### src/rtl/mem_access_ctrl.sv
// Initiator for the small register-file memory: turns single/burst commands into
// setup/strobe/hold write cycles and addressed, settled read samples.
module mem_access_ctrl #(
  parameter int DATA_W    = 4,
  parameter int ADDR_W    = 2,
  parameter int BURST_LEN = 4
) (
  input  logic              clk,
  input  logic              rst,
  input  logic              cmd_valid,
  output logic              cmd_ready,
  input  logic [1:0]        cmd_op,
  input  logic [ADDR_W-1:0] cmd_addr,
  input  logic [DATA_W-1:0] cmd_data,
  input  logic              wdata_valid,
  output logic              wdata_ready,
  input  logic [DATA_W-1:0] wdata,
  output logic              rdata_valid,
  input  logic              rdata_ready,
  output logic [DATA_W-1:0] rdata,
  output logic              cmd_done,
  output logic [ADDR_W-1:0] mem_addr,
  output logic [DATA_W-1:0] mem_dbus,
  output logic              mem_rwb,
  input  logic [DATA_W-1:0] mem_qout
);

  localparam logic [2:0] IDLE     = 3'd0;
  localparam logic [2:0] W_WAIT   = 3'd1;
  localparam logic [2:0] W_SETUP  = 3'd2;
  localparam logic [2:0] W_STROBE = 3'd3;
  localparam logic [2:0] W_HOLD   = 3'd4;
  localparam logic [2:0] R_ADDR   = 3'd5;
  localparam logic [2:0] R_SAMPLE = 3'd6;
  localparam logic [2:0] R_OUT    = 3'd7;

  localparam logic [ADDR_W-1:0] LAST_BEAT = ADDR_W'(BURST_LEN - 1);
  localparam logic [ADDR_W-1:0] ONE       = ADDR_W'(1);

  logic [2:0]        state_reg;
  logic [ADDR_W-1:0] ptr_reg;
  logic [ADDR_W-1:0] cnt_reg;
  logic              burst_reg;
  logic              last_beat;

  assign last_beat = !burst_reg || (cnt_reg == LAST_BEAT);

  // Every output is a register loaded alongside the state it belongs to, so the
  // memory pins never see decode glitches.
  always_ff @(posedge clk) begin
    if (rst) begin
      state_reg   <= IDLE;
      ptr_reg     <= '0;
      cnt_reg     <= '0;
      burst_reg   <= 1'b0;
      cmd_ready   <= 1'b0;
      wdata_ready <= 1'b0;
      rdata_valid <= 1'b0;
      cmd_done    <= 1'b0;
      mem_rwb     <= 1'b0;
      mem_addr    <= '0;
      mem_dbus    <= '0;
      rdata       <= '0;
    end else begin
      cmd_done <= 1'b0;
      case (state_reg)
        IDLE: begin
          cmd_ready <= 1'b1;
          if (cmd_valid && cmd_ready) begin
            cmd_ready <= 1'b0;
            burst_reg <= cmd_op[1];
            ptr_reg   <= cmd_addr;
            cnt_reg   <= '0;
            case (cmd_op)
              2'b01: begin
                mem_dbus  <= cmd_data;
                mem_addr  <= cmd_addr;
                state_reg <= W_SETUP;
              end
              2'b11: begin
                wdata_ready <= 1'b1;
                state_reg   <= W_WAIT;
              end
              default: begin
                mem_addr  <= cmd_addr;
                state_reg <= R_ADDR;
              end
            endcase
          end
        end
        W_WAIT: begin
          if (wdata_valid && wdata_ready) begin
            wdata_ready <= 1'b0;
            mem_dbus    <= wdata;
            mem_addr    <= ptr_reg;
            state_reg   <= W_SETUP;
          end
        end
        W_SETUP: begin
          mem_rwb   <= 1'b1;
          state_reg <= W_STROBE;
        end
        W_STROBE: begin
          mem_rwb   <= 1'b0;
          cmd_done  <= last_beat;
          state_reg <= W_HOLD;
        end
        W_HOLD: begin
          if (last_beat) begin
            cmd_ready <= 1'b1;
            state_reg <= IDLE;
          end else begin
            ptr_reg     <= ptr_reg + ONE;
            cnt_reg     <= cnt_reg + ONE;
            wdata_ready <= 1'b1;
            state_reg   <= W_WAIT;
          end
        end
        R_ADDR: begin
          state_reg <= R_SAMPLE;
        end
        R_SAMPLE: begin
          rdata       <= mem_qout;
          rdata_valid <= 1'b1;
          state_reg   <= R_OUT;
        end
        R_OUT: begin
          if (rdata_ready) begin
            rdata_valid <= 1'b0;
            if (last_beat) begin
              cmd_done  <= 1'b1;
              cmd_ready <= 1'b1;
              state_reg <= IDLE;
            end else begin
              ptr_reg   <= ptr_reg + ONE;
              cnt_reg   <= cnt_reg + ONE;
              mem_addr  <= ptr_reg + ONE;
              state_reg <= R_ADDR;
            end
          end
        end
        default: state_reg <= IDLE;
      endcase
    end
  end

endmodule

### config.mk
export PLATFORM = sky130hd
export DESIGN_NAME = mem_access_ctrl
export DESIGN_NICKNAME = d
export VERILOG_FILES = /design/src/rtl/mem_access_ctrl.sv
export SDC_FILE = /design/constraint.sdc
export NUM_CORES = 1
export LEC_CHECK = 0
export BUFFER_PORTS_ARGS = -buffer_cell sky130_fd_sc_hd__buf_2
export CORE_MARGIN = 1
export CORE_UTILIZATION = 51
export DETAILED_ROUTE_END_ITERATION = 10
export HOLD_SLACK_MARGIN = 0.12
export PLACE_DENSITY = 0.78
export SLEW_MARGIN = 25
export SYNTH_ARGS = -nofsm -noshare
export SYNTH_HDL_FRONTEND = slang
export SYNTH_SLANG_ARGS = --single-unit
### constraint.sdc
create_clock -name clk -period 1.6 [get_ports clk]
set_input_delay 0.08 -clock clk [delete_from_list [all_inputs] [get_ports clk]]
set_output_delay 0.08 -clock clk [all_outputs]
set_load 0.05 [all_outputs]
==> results of run 1 <==
layout by cell type, fill, tap and decap left out, drive strengths merged, types with 2 or more instances in the layout:
master / synthesis / final
mux2i: 9 / 9
clkbuf: 2 / 4
a21oi: 14 / 14
nor2b: 4 / 4
nand3b: 2 / 2
nand4: 2 / 2
nand3: 7 / 7
dlygate4sd3: 0 / 12
nand2b: 4 / 4
dfxtp: 23 / 23
a211oi: 3 / 3
nor3: 3 / 3
inv: 5 / 5
o211ai: 2 / 2
nor4: 2 / 2
nand2: 11 / 11
a31oi: 3 / 3
nor2: 11 / 11
o21ai: 5 / 5
a311oi: 5 / 5
o31ai: 2 / 2
buf: 6 / 51
and2: 3 / 3
layout make-up:
class	count	area [um2]	share of cell area
multi-input combinational	111	809.5	0.4544
sequential	23	464.2	0.2605
timing repair buffer	63	427.9	0.2402
tap	28	35.03	0.01966
clock buffer	4	26.28	0.01475
inverter	5	18.77	0.01053
per-stage QoR:
stage          utilization  cell area [um2]  power [uW]  cells
3_3_place_gp        0.6912             1588        2212    218
3_5_place_dp        0.6912             1588        2225    218
2_1_floorplan            -             1297        1791    147
5_1_grt             0.7756             1782        2748    234
4_1_cts             0.7544             1733        2528    233
6_report            0.7756             1782        2601    234
worst register-to-register path, delay by kind of cell (launching register included):
family	cells	cell delay, ns
AO/OA/AOI/OAI	3	0.59
flip-flops	1	0.39
AND/OR/NAND/NOR	1	0.30
buffers and inverters	1	0.19
cell families (layout without fill, tap and decap cells):
kind of cell,count (synthesis),in the layout,synth area share
adder cells (fa/ha/maj),1,1,0.009651
AND/OR/NAND/NOR,54,54,0.2461
AO/OA/AOI/OAI,46,46,0.2577
multiplexers,9,9,0.06950
XOR/XNOR,1,1,0.006758
buffers and inverters,13,72,0.05502
flip-flops,23,23,0.3552
repair_timing:
item,4_1_cts,5_1_grt
hold buffers,11,1
hold endpoints to repair,10,1
resized for setup,1,7
setup endpoints to repair,1,9
gates cloned,0,0
cell usage after synthesis (all sizes together):
library cell / n / share of area
nand2: 11 / 0.032
and3: 1 / 0.0048
a41o: 1 / 0.0077
nand2b: 4 / 0.019
nor4: 2 / 0.0097
a211o: 1 / 0.0068
a2bb2oi: 1 / 0.0068
o2111ai: 1 / 0.0068
a21boi: 1 / 0.0058
a31oi: 3 / 0.014
nand4bb: 1 / 0.0087
o211ai: 2 / 0.012
nor2b: 4 / 0.019
nor3b: 1 / 0.014
o21ai: 5 / 0.022
o32ai: 1 / 0.0068
a21o: 1 / 0.0058
a311oi: 5 / 0.034
o22ai: 1 / 0.0048
nand4: 2 / 0.014
a2111oi: 1 / 0.012
o31ai: 2 / 0.015
or3: 1 / 0.0048
clkbuf: 2 / 0.0058
mux2i: 9 / 0.070
nor3: 3 / 0.024
o221ai: 1 / 0.0068
a32oi: 1 / 0.013
nand3: 7 / 0.027
nor2: 11 / 0.032
xnor2: 1 / 0.0068
and2: 3 / 0.014
a211oi: 3 / 0.017
nand3b: 2 / 0.014
buf: 6 / 0.035
or2: 1 / 0.0068
ha: 1 / 0.0097
a221oi: 1 / 0.0068
dfxtp: 23 / 0.36
inv: 5 / 0.014
a21oi: 14 / 0.054
routing by layer:
metal | part of all wire | up-vias
li1 | - | 671
met2 | 0.50 | 59
met1 | 0.42 | 634
met4 | 0.014 | 0
met5 | 0 | -
met3 | 0.069 | 7
power groups by stage:
| stage | sequential [uW] | clock [uW] | combinational (uW) |
|---|---|---|---|
| after floorplan | 944 | 0 | 846 |
| after global placement | 813 | 0 | 1400 |
| after detailed placement | 818 | 0 | 1410 |
| after CTS | 805 | 282 | 1440 |
| after global routing | 842 | 303 | 1600 |
| final | 821 | 278 | 1500 |
worst paths after layout:
check / start / endpoint
hold reg to reg: cnt_reg[1]$_SDFFE_PP0P_ / cnt_reg[1]$_SDFFE_PP0P_
hold / removal: cmd_op[0] / state_reg[2]$_SDFFE_PP0P_
setup / recovery: state_reg[1]$_SDFFE_PP0P_ / mem_addr[1]$_SDFFE_PP0P_
setup reg to reg: state_reg[1]$_SDFFE_PP0P_ / mem_addr[1]$_SDFFE_PP0P_
==> run metrics, run 1 <==
Min-Delay Path Depth=4; endpoints failing setup=0; M3 GR Usage=0.04348; vias per cell=just under 6; power per cell area=about 1500 nW/um2; crit end category=flip-flop; CTS tree=done; sequential area share after synthesis=0.3552; Reg clk slew, reported paths=between 0.1 and 0.15 ns; # IOs=36; post-DR wirelength/cell=15.20 um; slowest stage cell, crit path=dfxtp_1; Iteration-0 DRC Markers=41; ant diodes=0; worst setup margin=between 0.05 and 0.06 ns; clock sink count=23; Rel. slew slack=0.6981; Synth Warn #=0; DIE HEIGHT=around 52 um; die area=about 2700 um2; Routed Antenna Nets=0; cells after synthesis=between 100 and 150; Nets=between 200 and 250; GR Util met1=0.3540; share of cells above drive strength 1=0.3350; Row Count=17; DRT Pass-1 Iters=4; period utilization=0.9655; status=finished, final reports clean; count of pins over their slew limit=0; max-cap violation count=0; met2 Track Usage GR=0.4937; sw power=between 1000 and 1500 uW; GRT Total Usage=0.2878; IO buf count=35; post-CTS setup buffers=0; Final Hold Fails=0; CP max FO=8; clock skew=approximately 0.012 ns; Arr. time, crit path=around 1.8 ns; fmax=approximately 650 MHz; Final GP Congestion=0.8647; CP top delay family=compound AO/OA/AOI/OAI gates; vias in the first global route=between 1000 and 1500; minimum period implied by the final worst setup slack=between 1.5 and 2 ns; clock root cell=clkbuf_4; startpoint class of the critical path=flip-flop; H-Tree Level Count=1; Residual DRC=0; largest net degree at the start of global routing=23; combinational share of power=0.578; Vias=~1400; worst vdd ir=between 1000 and 1500 uV; DRT Wirelength=about 3.6 mm; post-synth net total=169; CP Buf/Inv Count=1; WP data required=about 1.8 ns; CP Cell Sequence=buf_4 -> or3_1 -> a31oi_1 -> a2111oi_4 -> a41o_1; worst hold path type=in -> reg; Worst-Skew Late Latency=~0.32 ns; TritonCTS buffer count=3; Clock Tree Buf Depth=2; Starting Density=0.5643; Leak Pwr=0.0007970 uW; internal power=1418 uW; Seq cells post-synth=23; Register-to-Register Path Depth=5; Largest stage delay, worst path=0.39 ns; Sw Ratio=0.4548; clock share of power=0.107; total of fill cells in the finished design=between 150 and 200; Crit Path Category=reg -> reg; measured slew at the worst slew-check pin=about 0.45 ns; Yosys cell types=a little under 50; initial antenna violation count=0; Worst path depth=5; global-route wire length before repair=between 5 and 6 mm; Core ar.=2297 um2; Mapped Area=around 1300 um2; Hold WS=approximately 0.13 ns; Area growth syn-to-layout=37.45%; dpl ws=about 0.033 ns; Flop pwr share=0.316; Die Wd=52.42 um; Sum Neg Setup Slack=0 ns; gr ovfl total=0; register-to-register setup slack=about 0.055 ns; DP Wirelength=2.521 mm; Top Usage Layer GRT=met2; Avg Inst Size Synth=between 8 and 9 um2
Power figures use the tool's default switching activity.
==> run 2: changes to the inputs <==
- clock period: 1.6 -> 1.48 ns (I/O delays scaled with it)
==> run 2 against run 1 <==
Against the previous run:
- final cell count rose by 6.0%
- via count increased by 9.8%
- first-iteration DRC count rose by 29%
- the flow now finishes with violations (negative setup slack)
- fmax up 0.82%
- worst hold slack worse by 0.0086 ns
- setup slack worse by 0.11 ns
- non-clock buffer count rose by 14
- clock skew up 0.0022 ns
==> run metrics, run 2 (synthesized netlist as in run 1, its figures left out) <==
placed insts=223; WP data required=~1.7 ns; post-DR wirelength/cell=17.04 um; CP Cell Sequence=buf_6 -> nor3b_4 -> buf_6 -> mux2i_1 -> a311oi_1; initial antenna violation count=0; CP top delay family=flip-flops; Final GP Congestion=0.9981; ant diodes=0; Row Count=17; worst hold path type=in -> reg; DRT Pass-1 Iters=4; DRT Wirelength=around 4.2 mm; status=complete, but fails checks; minimum period implied by the final worst setup slack=between 1.5 and 2 ns; Crit Path Category=reg -> reg; measured slew at the worst slew-check pin=0.4523 ns; Worst-Skew Late Latency=0.32 ns; endpoints failing setup=2; gr ovfl total=0; Core Util, Final=0.8606; Pwr Total=around 3100 uW; failing checks=negative setup slack; slowest stage cell, crit path=dfxtp_4; highest-count cells in the layout ignoring fill and taps=35 x buf_2, 25 x buf_4, 18 x dfxtp_1, 13 x dlygate4sd3_1, 12 x a21oi_1; Sum Neg Setup Slack=-0.09531 ns; Nets=243; worst vdd ir=~1300 uV; crit end category=flip-flop; TritonCTS buffer count=3; non-filler cells, final=248; critical path's most frequent cell=buf_6; Core ar.=2297 um2; DP Wirelength=roughly 2.6 mm; IO buf count=35; Iteration-0 DRC Markers=53; CP Buf/Inv Count=2; Routed Antenna Nets=0; Arr. time, crit path=approximately 1.7 ns; largest net degree at the start of global routing=23; share of cells above drive strength 1=0.4273; RSZ-0062 raised after global routing=true; H-Tree Level Count=1; startpoint class of the critical path=flip-flop; worst setup margin=-0.05221 ns; fmax=approximately 650 MHz; max-cap violation count=0; Reg clk slew, reported paths=around 0.14 ns; Residual DRC=0; die area=around 2700 um2; clock skew=~0.015 ns; Largest stage delay, worst path=roughly 0.40 ns; Area growth syn-to-layout=52.51%; Vias=about 1500; clock sink count=23; Rel. slew slack=0.6985; # IOs=36; DIE HEIGHT=approximately 52 um; Die Wd=about 52 um; Hold WS=approximately 0.12 ns; Final Hold Fails=0; Leak Pwr=between 0.0008 and 0.0009 uW; clock root cell=clkbuf_4; power per cell area=1592 nW/um2; GRT Total Usage=0.3062; vias in the first global route=between 1000 and 1500; period utilization=1.035; global-route wire length before repair=6.216 mm; vias per cell=just over 6; most common library cell in the layout ignoring fill and taps=buf_2; CP max FO=7; Clock Tree Buf Depth=2; Starting Density=0.5643; CTS tree=done; count of pins over their slew limit=0
## run 2: worst min-delay path, stage by stage
cell	delay, ns
buf_2	0.09
mux2i_1	0.12
a311oi_1	0.11
## run 2: path summary, 6_finish.rpt
kind	from	to	slack (ns)	depth (start not counted)
min	cmd_data[1]	mem_dbus[1]$_SDFFE_PP0P_	0.12	3
max reg2reg	state_reg[1]$_SDFFE_PP0P_	mem_dbus[3]$_SDFFE_PP0P_	-0.05	5
max	state_reg[1]$_SDFFE_PP0P_	mem_dbus[3]$_SDFFE_PP0P_	-0.05	5
min reg2reg	cnt_reg[1]$_SDFFE_PP0P_	cnt_reg[1]$_SDFFE_PP0P_	0.49	2
## run 2: layer usage
layer  vias to the layer above  track usage  share of wire
li1                        697            -              -
met1                       709       0.3862           0.41
met2                        81       0.5380           0.48
met3                        18      0.03188          0.068
met4                         0      0.09649          0.033
met5                         -            0              0
## run 2: what timing repair did
item                                    in CTS  in global routing
buffers inserted                             0                  8
gates resized for setup                     11                 17
pin swaps                                    4                  9
endpoints found under the setup margin       8                 10
hold buffers                                13                  0
endpoints found under the hold margin       12                  0
## run 2: cell type report
class | instances | area [um2]
clock buffers | 4 | 26.28
fillers | 128 | 320.3
inverters | 5 | 18.77
multi-input cells | 111 | 880.8
flip-flops and latches | 23 | 469.2
well taps | 28 | 35.03
repair buffers | 77 | 546.8
## run 2: stage by stage
stage | area, um2 | setup WS, ns
after floorplan | 1306 | 0.004179
after global placement | 1634 | 0.02409
after detailed placement | 1634 | -0.03217
after CTS | 1841 | -0.02321
after global routing | 1977 | -0.09994
final | 1977 | -0.05221
## run 2: report_power, final
part           total (uW)  internal (uW)  switching [uW]
Sequential            897            743             154
Combinational        1940            850            1090
Clock                 306            106             201
